===== src/rtl/mem_port_arbiter_pkg.sv =====
// Shared types and constants for the memory port arbiter.
// Size codes match the rest of the memory subsystem.
package mem_port_arbiter_pkg;

  typedef enum logic {
    ARB_IDLE,
    ARB_BUSY
  } arb_state_t;

  localparam logic [2:0] MSIZE1 = 3'd0;
  localparam logic [2:0] MSIZE2 = 3'd1;
  localparam logic [2:0] MSIZE4 = 3'd2;
  localparam logic [2:0] MSIZE8 = 3'd3;

endpackage


===== src/rtl/mem_port_arbiter_rr_pick.sv =====
// Combinational round-robin picker.
// Searches cyclically starting just after the last-granted index.
module rr_pick #(
  parameter int N  = 2,
  parameter int IW = $clog2(N)
) (
  input  logic [N-1:0]  req,
  input  logic [IW-1:0] ptr,
  output logic [IW-1:0] gnt_idx,
  output logic          any
);

  logic [IW-1:0] cand;

  // first requester after ptr, wrapping at N
  always_comb begin
    gnt_idx = '0;
    any     = 1'b0;
    cand    = '0;
    for (int k = 1; k <= N; k++) begin
      cand = IW'((int'(ptr) + k) % N);
      if (!any && req[cand]) begin
        any     = 1'b1;
        gnt_idx = cand;
      end
    end
  end

endmodule


===== src/rtl/mem_port_arbiter.sv =====
// Shares one single-beat memory port between N requesters.
// Round-robin grant, request latched at grant, response routed to owner.
module mem_port_arbiter #(
  parameter int N  = 2,
  parameter int AW = 64,
  parameter int DW = 64
) (
  input  logic              clk,
  input  logic              reset,
  input  logic [N-1:0]      up_valid,
  input  logic [N-1:0]      up_write,
  input  logic [N*3-1:0]    up_size,
  input  logic [N*AW-1:0]   up_addr,
  input  logic [N*DW/8-1:0] up_strobe,
  input  logic [N*DW-1:0]   up_wdata,
  output logic [N-1:0]      up_data_ok,
  output logic [DW-1:0]     up_rdata,
  output logic              dn_valid,
  output logic              dn_write,
  output logic [2:0]        dn_size,
  output logic [AW-1:0]     dn_addr,
  output logic [DW/8-1:0]   dn_strobe,
  output logic [DW-1:0]     dn_wdata,
  input  logic              dn_ok,
  input  logic [DW-1:0]     dn_rdata,
  output logic              busy
);

  import mem_port_arbiter_pkg::*;

  localparam int IW = $clog2(N);
  localparam int SW = DW / 8;

  arb_state_t    state;
  logic [IW-1:0] ptr;
  logic [IW-1:0] sel;
  logic [IW-1:0] gnt_idx;
  logic          any;

  logic          l_write;
  logic [2:0]    l_size;
  logic [AW-1:0] l_addr;
  logic [SW-1:0] l_strobe;
  logic [DW-1:0] l_wdata;

  logic [2:0]    size_a   [N];
  logic [AW-1:0] addr_a   [N];
  logic [SW-1:0] strobe_a [N];
  logic [DW-1:0] wdata_a  [N];

  for (genvar i = 0; i < N; i++) begin : g_unpack
    assign size_a[i]   = up_size[i*3 +: 3];
    assign addr_a[i]   = up_addr[i*AW +: AW];
    assign strobe_a[i] = up_strobe[i*SW +: SW];
    assign wdata_a[i]  = up_wdata[i*DW +: DW];
  end

  rr_pick #(
    .N  (N),
    .IW (IW)
  ) u_pick (
    .req     (up_valid),
    .ptr     (ptr),
    .gnt_idx (gnt_idx),
    .any     (any)
  );

  // grant/complete FSM with request latch and last-grant pointer
  always_ff @(posedge clk) begin
    if (reset) begin
      state    <= ARB_IDLE;
      ptr      <= IW'(N - 1);
      sel      <= '0;
      l_write  <= 1'b0;
      l_size   <= '0;
      l_addr   <= '0;
      l_strobe <= '0;
      l_wdata  <= '0;
    end else begin
      unique case (state)
        ARB_IDLE: begin
          if (any) begin
            sel      <= gnt_idx;
            l_write  <= up_write[gnt_idx];
            l_size   <= size_a[gnt_idx];
            l_addr   <= addr_a[gnt_idx];
            l_strobe <= strobe_a[gnt_idx];
            l_wdata  <= wdata_a[gnt_idx];
            state    <= ARB_BUSY;
          end
        end
        ARB_BUSY: begin
          if (dn_ok) begin
            ptr   <= sel;
            state <= ARB_IDLE;
          end
        end
        default: state <= ARB_IDLE;
      endcase
    end
  end

  assign busy      = (state == ARB_BUSY);
  assign dn_valid  = busy;
  assign dn_write  = l_write;
  assign dn_size   = l_size;
  assign dn_addr   = l_addr;
  assign dn_strobe = l_strobe;
  assign dn_wdata  = l_wdata;

  // completion forwarded to the owner in the dn_ok cycle
  always_comb begin
    up_data_ok = '0;
    up_rdata   = '0;
    if (busy && dn_ok) begin
      up_data_ok[sel] = 1'b1;
      up_rdata        = dn_rdata;
    end
  end

endmodule

===== config.mk =====
export PLATFORM = sky130hd
export DESIGN_NAME = mem_port_arbiter
export DESIGN_NICKNAME = d
export VERILOG_FILES = /design/src/rtl/mem_port_arbiter_pkg.sv /design/src/rtl/mem_port_arbiter_rr_pick.sv /design/src/rtl/mem_port_arbiter.sv
export SDC_FILE = /design/constraint.sdc
export NUM_CORES = 1
export LEC_CHECK = 0
export BUFFER_PORTS_ARGS = -buffer_cell sky130_fd_sc_hd__buf_4
export CORE_AREA = 2 2 217 219
export CTS_CLUSTER_SIZE = 14
export DETAILED_ROUTE_END_ITERATION = 8
export DIE_AREA = 0 0 219 221
export REMOVE_ABC_BUFFERS = 1
export SYNTH_ARGS = -nofsm -noshare
export SYNTH_HDL_FRONTEND = slang
export SYNTH_SLANG_ARGS = --single-unit
export TNS_END_PERCENT = 20

===== constraint.sdc =====
create_clock -name clk -period 3.1 [get_ports clk]
set_input_delay 0.31 -clock clk [delete_from_list [all_inputs] [get_ports clk]]
set_output_delay 0.31 -clock clk [all_outputs]
set_load 0.01 [all_outputs]

### Word level (Yosys, flattened, before mapping)

Index checks and enable logic that the tools add are counted.

* word-level logic and storage cells: 53
* register bits: 143

* mux-type cells: 29
* add/sub/neg operators: 2
* magnitude comparators: 6
* reductions and logical operators: 6
* bitwise gates (word level): 2

Operator list (count)
* 64-bit two-way mux: 7
* 8-bit two-way mux: 3
* 1-bit two-way mux: 13
* 3-bit two-way mux: 3
* 1-bit by 2-bit < comparator with 1-bit output (second input constant): 4
* 2-bit AND reduction: 2
* 1-bit logical AND: 3
* 1-bit adder (second input constant): 2
* 2-bit greater-or-equal comparator (second input constant): 1
* 2-bit two-way mux: 1
* 1-bit inverter with 2-bit output: 1
* 1-bit case mux with 2 select lines: 1
* 1-bit demux with 1-bit select: 1
* 1-bit greater-or-equal comparator (second input constant): 1
* 1-bit logical NOT: 1
* 1-bit inverter: 1

### Depth between registers and ports, before layout

* depth in word-level cells: 11
* depth in mapped cells: 6
* mapped depth without buffers: 3

### Modules after synthesis

From an unflattened synthesis, not the netlist that was laid out.

* cell total of the unflattened synthesis: 718
* area, all modules: 7322.0 µm²

Modules (own cells, without submodules)
* mem_port_arbiter: times used 1, cells each 716, area each 7308.3 µm²
* rr_pick: times used 1, cells each 2, area each 13.8 µm²

### Least setup slack after synthesis

OpenSTA, ideal clock, no wires.

* kind: register to output
* from: register state, in the netlist busy
* to: output up_rdata[19]
* stages on the path, launching flop included: 4
* setup slack: 1637 ps
* data arrival time: 1153 ps
* buffers on the path: 2
* required time: 2790 ps
* cells stage by stage: dfxtp_1 > clkbuf_1 > clkbuf_1 > and3_1

* cells in the longest elaborated chain, start to end: 2

Ends and longest elaborated chain
* start, declared: RTL line mem_port_arbiter.sv:34 `arb_state_t state;`
* start signal, assigned: RTL line mem_port_arbiter.sv:71 `state <= ARB_IDLE;`
* start signal, assigned: RTL line mem_port_arbiter.sv:89 `state <= ARB_BUSY;`
* start signal, assigned: RTL line mem_port_arbiter.sv:95 `state <= ARB_IDLE;`
* 1-bit logical AND: RTL line mem_port_arbiter.sv:115 `if (busy && dn_ok) begin`
* 64-bit two-way mux: RTL line mem_port_arbiter.sv:115
* end, declared: RTL line mem_port_arbiter.sv:17 `output logic [DW-1:0] up_rdata,`

No other way between the ends.

### Worst setup path in the final report

* from: register state, in the netlist busy
* to: output up_data_ok[0]

* cells in the longest elaborated chain, start to end: 2

Ends and longest elaborated chain
* 1-bit logical AND: RTL line mem_port_arbiter.sv:115
* 2-bit two-way mux: RTL line mem_port_arbiter.sv:115
* end, declared: RTL line mem_port_arbiter.sv:16 `output logic [N-1:0] up_data_ok,`

No other way between the ends.

==> impl_table.tex <==
\begin{tabular}{lr}
\hline
Metric & Value \\
\hline
\multicolumn{2}{l}{\textbf{Floorplan}} \\
\quad Initial core utilization & 14.30\% \\
\quad Die Y-Extent & 221 um \\
\quad Core region area & 46060 um\^{}2 \\
\quad Standard-cell row count & 79 \\
\quad Die Width & 219 um \\
\quad Number of top-level pins & 557 \\
\quad Die area & 48400 um\^{}2 \\
\multicolumn{2}{l}{\textbf{Synthesis}} \\
\quad Share of synthesized area occupied by flip-flops and latches & 43.45\% \\
\quad Post-synthesis share of cell area spent on full adders, half adders and majority gates & 0\% \\
\quad Synthesis-stage register bit count & 143 \\
\quad Warning count from the yosys run & 0 \\
\quad Top cells by count, synth & 143 x dfxtp\_1, 142 x nor2\_1, 141 x a211oi\_1, 141 x nand2\_1, 140 x a21oi\_1 \\
\quad Number of enable-type register cells in the synthesized netlist & 0 \\
\quad Xor/xnor cell area share of the yosys netlist & 0\% \\
\quad Compound-cell area share of the yosys netlist & 27.61\% \\
\quad Synthesized instance count & 872 \\
\quad Netlist area before placement & 6589 um\^{}2 \\
\quad Combinational family with the most area after synthesis & compound AO/OA/AOI/OAI gates \\
\quad Synth unique cells & 16 \\
\quad Average size of a mapped cell & 7.556 um\^{}2 \\
\quad Fraction of post-synthesis cell area in the top cell type by area & 43.45\% \\
\quad Post-Synth Simple-Gate Area & 22.37\% \\
\quad Cell type with the highest aggregate area in the netlist & dfxtp\_1 \\
\quad Async S/R FF share, synth & 0\% \\
\quad Most frequently used flop master after synthesis & dfxtp\_1 \\
\quad Top post-synthesis cells by area & dfxtp\_1 43\%, a211oi\_1 16\%, a21oi\_1 11\% \\
\quad Count leader, synth & dfxtp\_1 \\
\quad Share of cell area taken by muxes after synthesis & 0\% \\
\multicolumn{2}{l}{\textbf{Clock network}} \\
\quad CTS Buf Count & 17 \\
\quad CTS-repair resized insts & 0 \\
\quad TritonCTS clock tree & built \\
\quad Number of post-CTS setup repair buffers & 0 \\
\quad Latest clock arrival within the worst-skew pair & 0.47 ns \\
\quad CTS Sinks & 143 \\
\quad Post-CTS Hold Fix Bufs & 0 \\
\quad Clk slew on worst S/H paths & 0.07 ns \\
\quad Clock tree buffer depth & 2 \\
\quad Number of levels in the clock H-tree & 4 \\
\quad Cell at the root of the clock tree & clkbuf\_16 \\
\multicolumn{2}{l}{\textbf{STA}} \\
\quad Slew headroom & 47.06\% \\
\quad Number of slew-limit violations in the final report & 0 \\
\quad Clock Skews & 0.01060 ns \\
\quad Final Hold Vio Count & 0 \\
\quad Highest clock rate & 465.5 MHz \\
\quad Minimum clock period & 2.148 ns \\
\quad Setup repair after global routing missed its margin & false \\
\quad Pin slew with the least headroom to its limit & 0.7941 ns \\
\quad Final setup fails & 0 \\
\quad Worst path setup slack after routing & 0.9519 ns \\
\quad Ratio of final minimum period to clock period & 69.29\% \\
\multicolumn{2}{l}{\textbf{Detailed routing}} \\
\quad Total Wirelength & 30630 um \\
\quad Final ANT Viol Nets & 0 \\
\quad Drt drc & 0 \\
\quad Violation count after the first detailed-routing iteration & 413 \\
\quad First-pass iteration count of the detailed router & 5 \\
\quad Average detailed-routed wire length per instance & 15.44 um \\
\quad Number of vias per cell & 4.188 \\
\quad Total number of vias & 8308 \\
\multicolumn{2}{l}{\textbf{Place}} \\
\quad Count of input and output buffers & 556 \\
\quad Number of placed cells counting well taps & 1953 \\
\quad GP Congestion & 0.8855 \\
\quad Setup slack at placement & 1.394 ns \\
\quad Detailed Place HPWL & 22610 um \\
\multicolumn{2}{l}{\textbf{Power and ir drop}} \\
\quad Max VDD drop & 328.5 uV \\
\quad Internal Power & 4.223 mW \\
\quad Switching part of the total & 29.25\% \\
\quad Fraction of power consumed by combinational cells & 25.7\% \\
\quad Flop pwr share & 35.9\% \\
\quad Fraction of power consumed by the clock network & 38.4\% \\
\quad Leakage component of the power & 5.866 nW \\
\quad Power per standard cell area & 499.8 nW/um\^{}2 \\
\quad Net switching power of the design & 1.746 mW \\
\multicolumn{2}{l}{\textbf{Worst setup path}} \\
\quad List of cells traversed by the critical path & buf\_4, nand2\_1, nor2\_1, buf\_4 \\
\quad Buffers \& Inverters on Critical Path & 2 \\
\quad Crit path launch type & flip-flop \\
\quad CP delay by family, top & buffers and inverters \\
\quad Delay of the slowest cell on the worst path & 0.49 ns \\
\quad Critical-path top delay cell & buf\_4 \\
\quad Worst setup EP type & output pin \\
\quad WP data arrival & 1.84 ns \\
\quad Endpoint required time on the critical path & 2.79 ns \\
\quad Start-to-end type of the worst setup path & reg -> out \\
\quad Crit-path max FO & 70 \\
\quad CP most frequent cell & buf\_4 \\
\multicolumn{2}{l}{\textbf{Global routing}} \\
\quad Maximum number of pins on one net before global-route repair & 82 \\
\quad Global-route usage over all layers & 12.23\% \\
\quad Initial antenna violation count & 1 \\
\quad Global-route wire length before repair & 45690 um \\
\quad Vias in the first global route & 7825 \\
\quad Global-route congestion overflow total & 0 \\
\multicolumn{2}{l}{\textbf{Layout}} \\
\quad ANT cells & 0 \\
\quad Number of standard cells in the layout, taps in and fillers out & 1984 \\
\quad Syn-to-layout area delta & 81.28\% \\
\quad Fillers & 4978 \\
\quad Net count reported at finish & 1714 \\
\quad Share of final-layout standard cells stronger than drive strength 1 & 43.72\% \\
\multicolumn{2}{l}{\textbf{Outcome}} \\
\quad Status & finished, final reports clean \\
\multicolumn{2}{l}{\textbf{Min path}} \\
\quad Hold/Removal Path Class & in -> reg \\
\multicolumn{2}{l}{\textbf{Run}} \\
\quad Max-cap violations & 0 \\
\hline
\end{tabular}
final cells by class:
cell class | count | area (um^2) | share of cell area [%]
repair buffers | 567 | 4357 | 36.48
multi-input cells | 636 | 3321 | 27.80
flip-flops and latches | 143 | 2863 | 23.97
well taps | 607 | 759.5 | 6.359
clock buffers | 20 | 466.7 | 3.907
clock inverters | 11 | 177.7 | 1.488
cell usage in the layout, fill, tap and decap left out, drive strengths merged, types with 3 or more instances in the layout:
cell type / count
a211oi: 141
bufinv: 4
dfxtp: 143
nand2: 141
a21oi: 140
and3: 65
clkbuf: 20
nor2: 142
buf: 567
clkinvlp: 3
inv: 4
power by group through the flow:
stage               clock network [mW]  logic [mW]  registers, mW
floorplan                            0       0.539           2.25
global placement                     0        1.53           2.17
detailed placement                   0        1.54           2.18
CTS                               2.39        1.54           2.14
global route                      2.44        1.68           2.16
finish                            2.29        1.53           2.14
through the flow:
step                      setup TNS, ns  cell area (um^2)  util, %  total power [mW]  hold WS (ns)
after global placement                0             11300    24.53             3.700        0.4863
after CTS                             0             11940    25.93             6.076       0.02752
final                                 0             11940    25.93             5.969       0.08537
after floorplan                  -92.20              6156        -             2.794        0.3824
after global routing                  0             11940    25.93             6.283       0.06150
after detailed placement              0             11300    24.53             3.719        0.4915
final timing paths:
check	depth (start not counted)	end	start	slack [ns]
worst max-delay path	4	up_data_ok[0]	busy	0.95
worst min-delay path	3	dn_addr[27]	up_addr[27]	0.09
worst max register to register	4	dn_wdata[31]	busy	1.39
worst min register to register	2	dn_addr[1]	dn_addr[1]	0.50
sequential cells by signal (all words and copies together), names as in the netlist:
name,flops
sel,1
dn_write,1
dn_strobe,8
dn_wdata,64
dn_size,3
ptr,1
dn_addr,64
busy,1
worst reg2reg max path, stage by stage (launching register included):
cell	delay, ns
dfxtp_1	0.34
o21ba_4	0.25
buf_4	0.59
nor2_1	0.19
a211oi_1	0.24
metal layers:
metal | global-route usage [%] | routed length, um | share of wire [%]
met5 | 0 | 0 | 0
met4 | 6.103 | 980 | 3.2
met3 | 4.165 | 2932 | 9.6
met1 | 14.99 | 12670 | 41
met2 | 18.97 | 14050 | 46
cell families after synthesis:
kind of cell / Yosys count
flops: 143
compound gates: 287
buf+inv: 93
simple gates: 349
No activity file was read; power rests on OpenSTA's default activity.
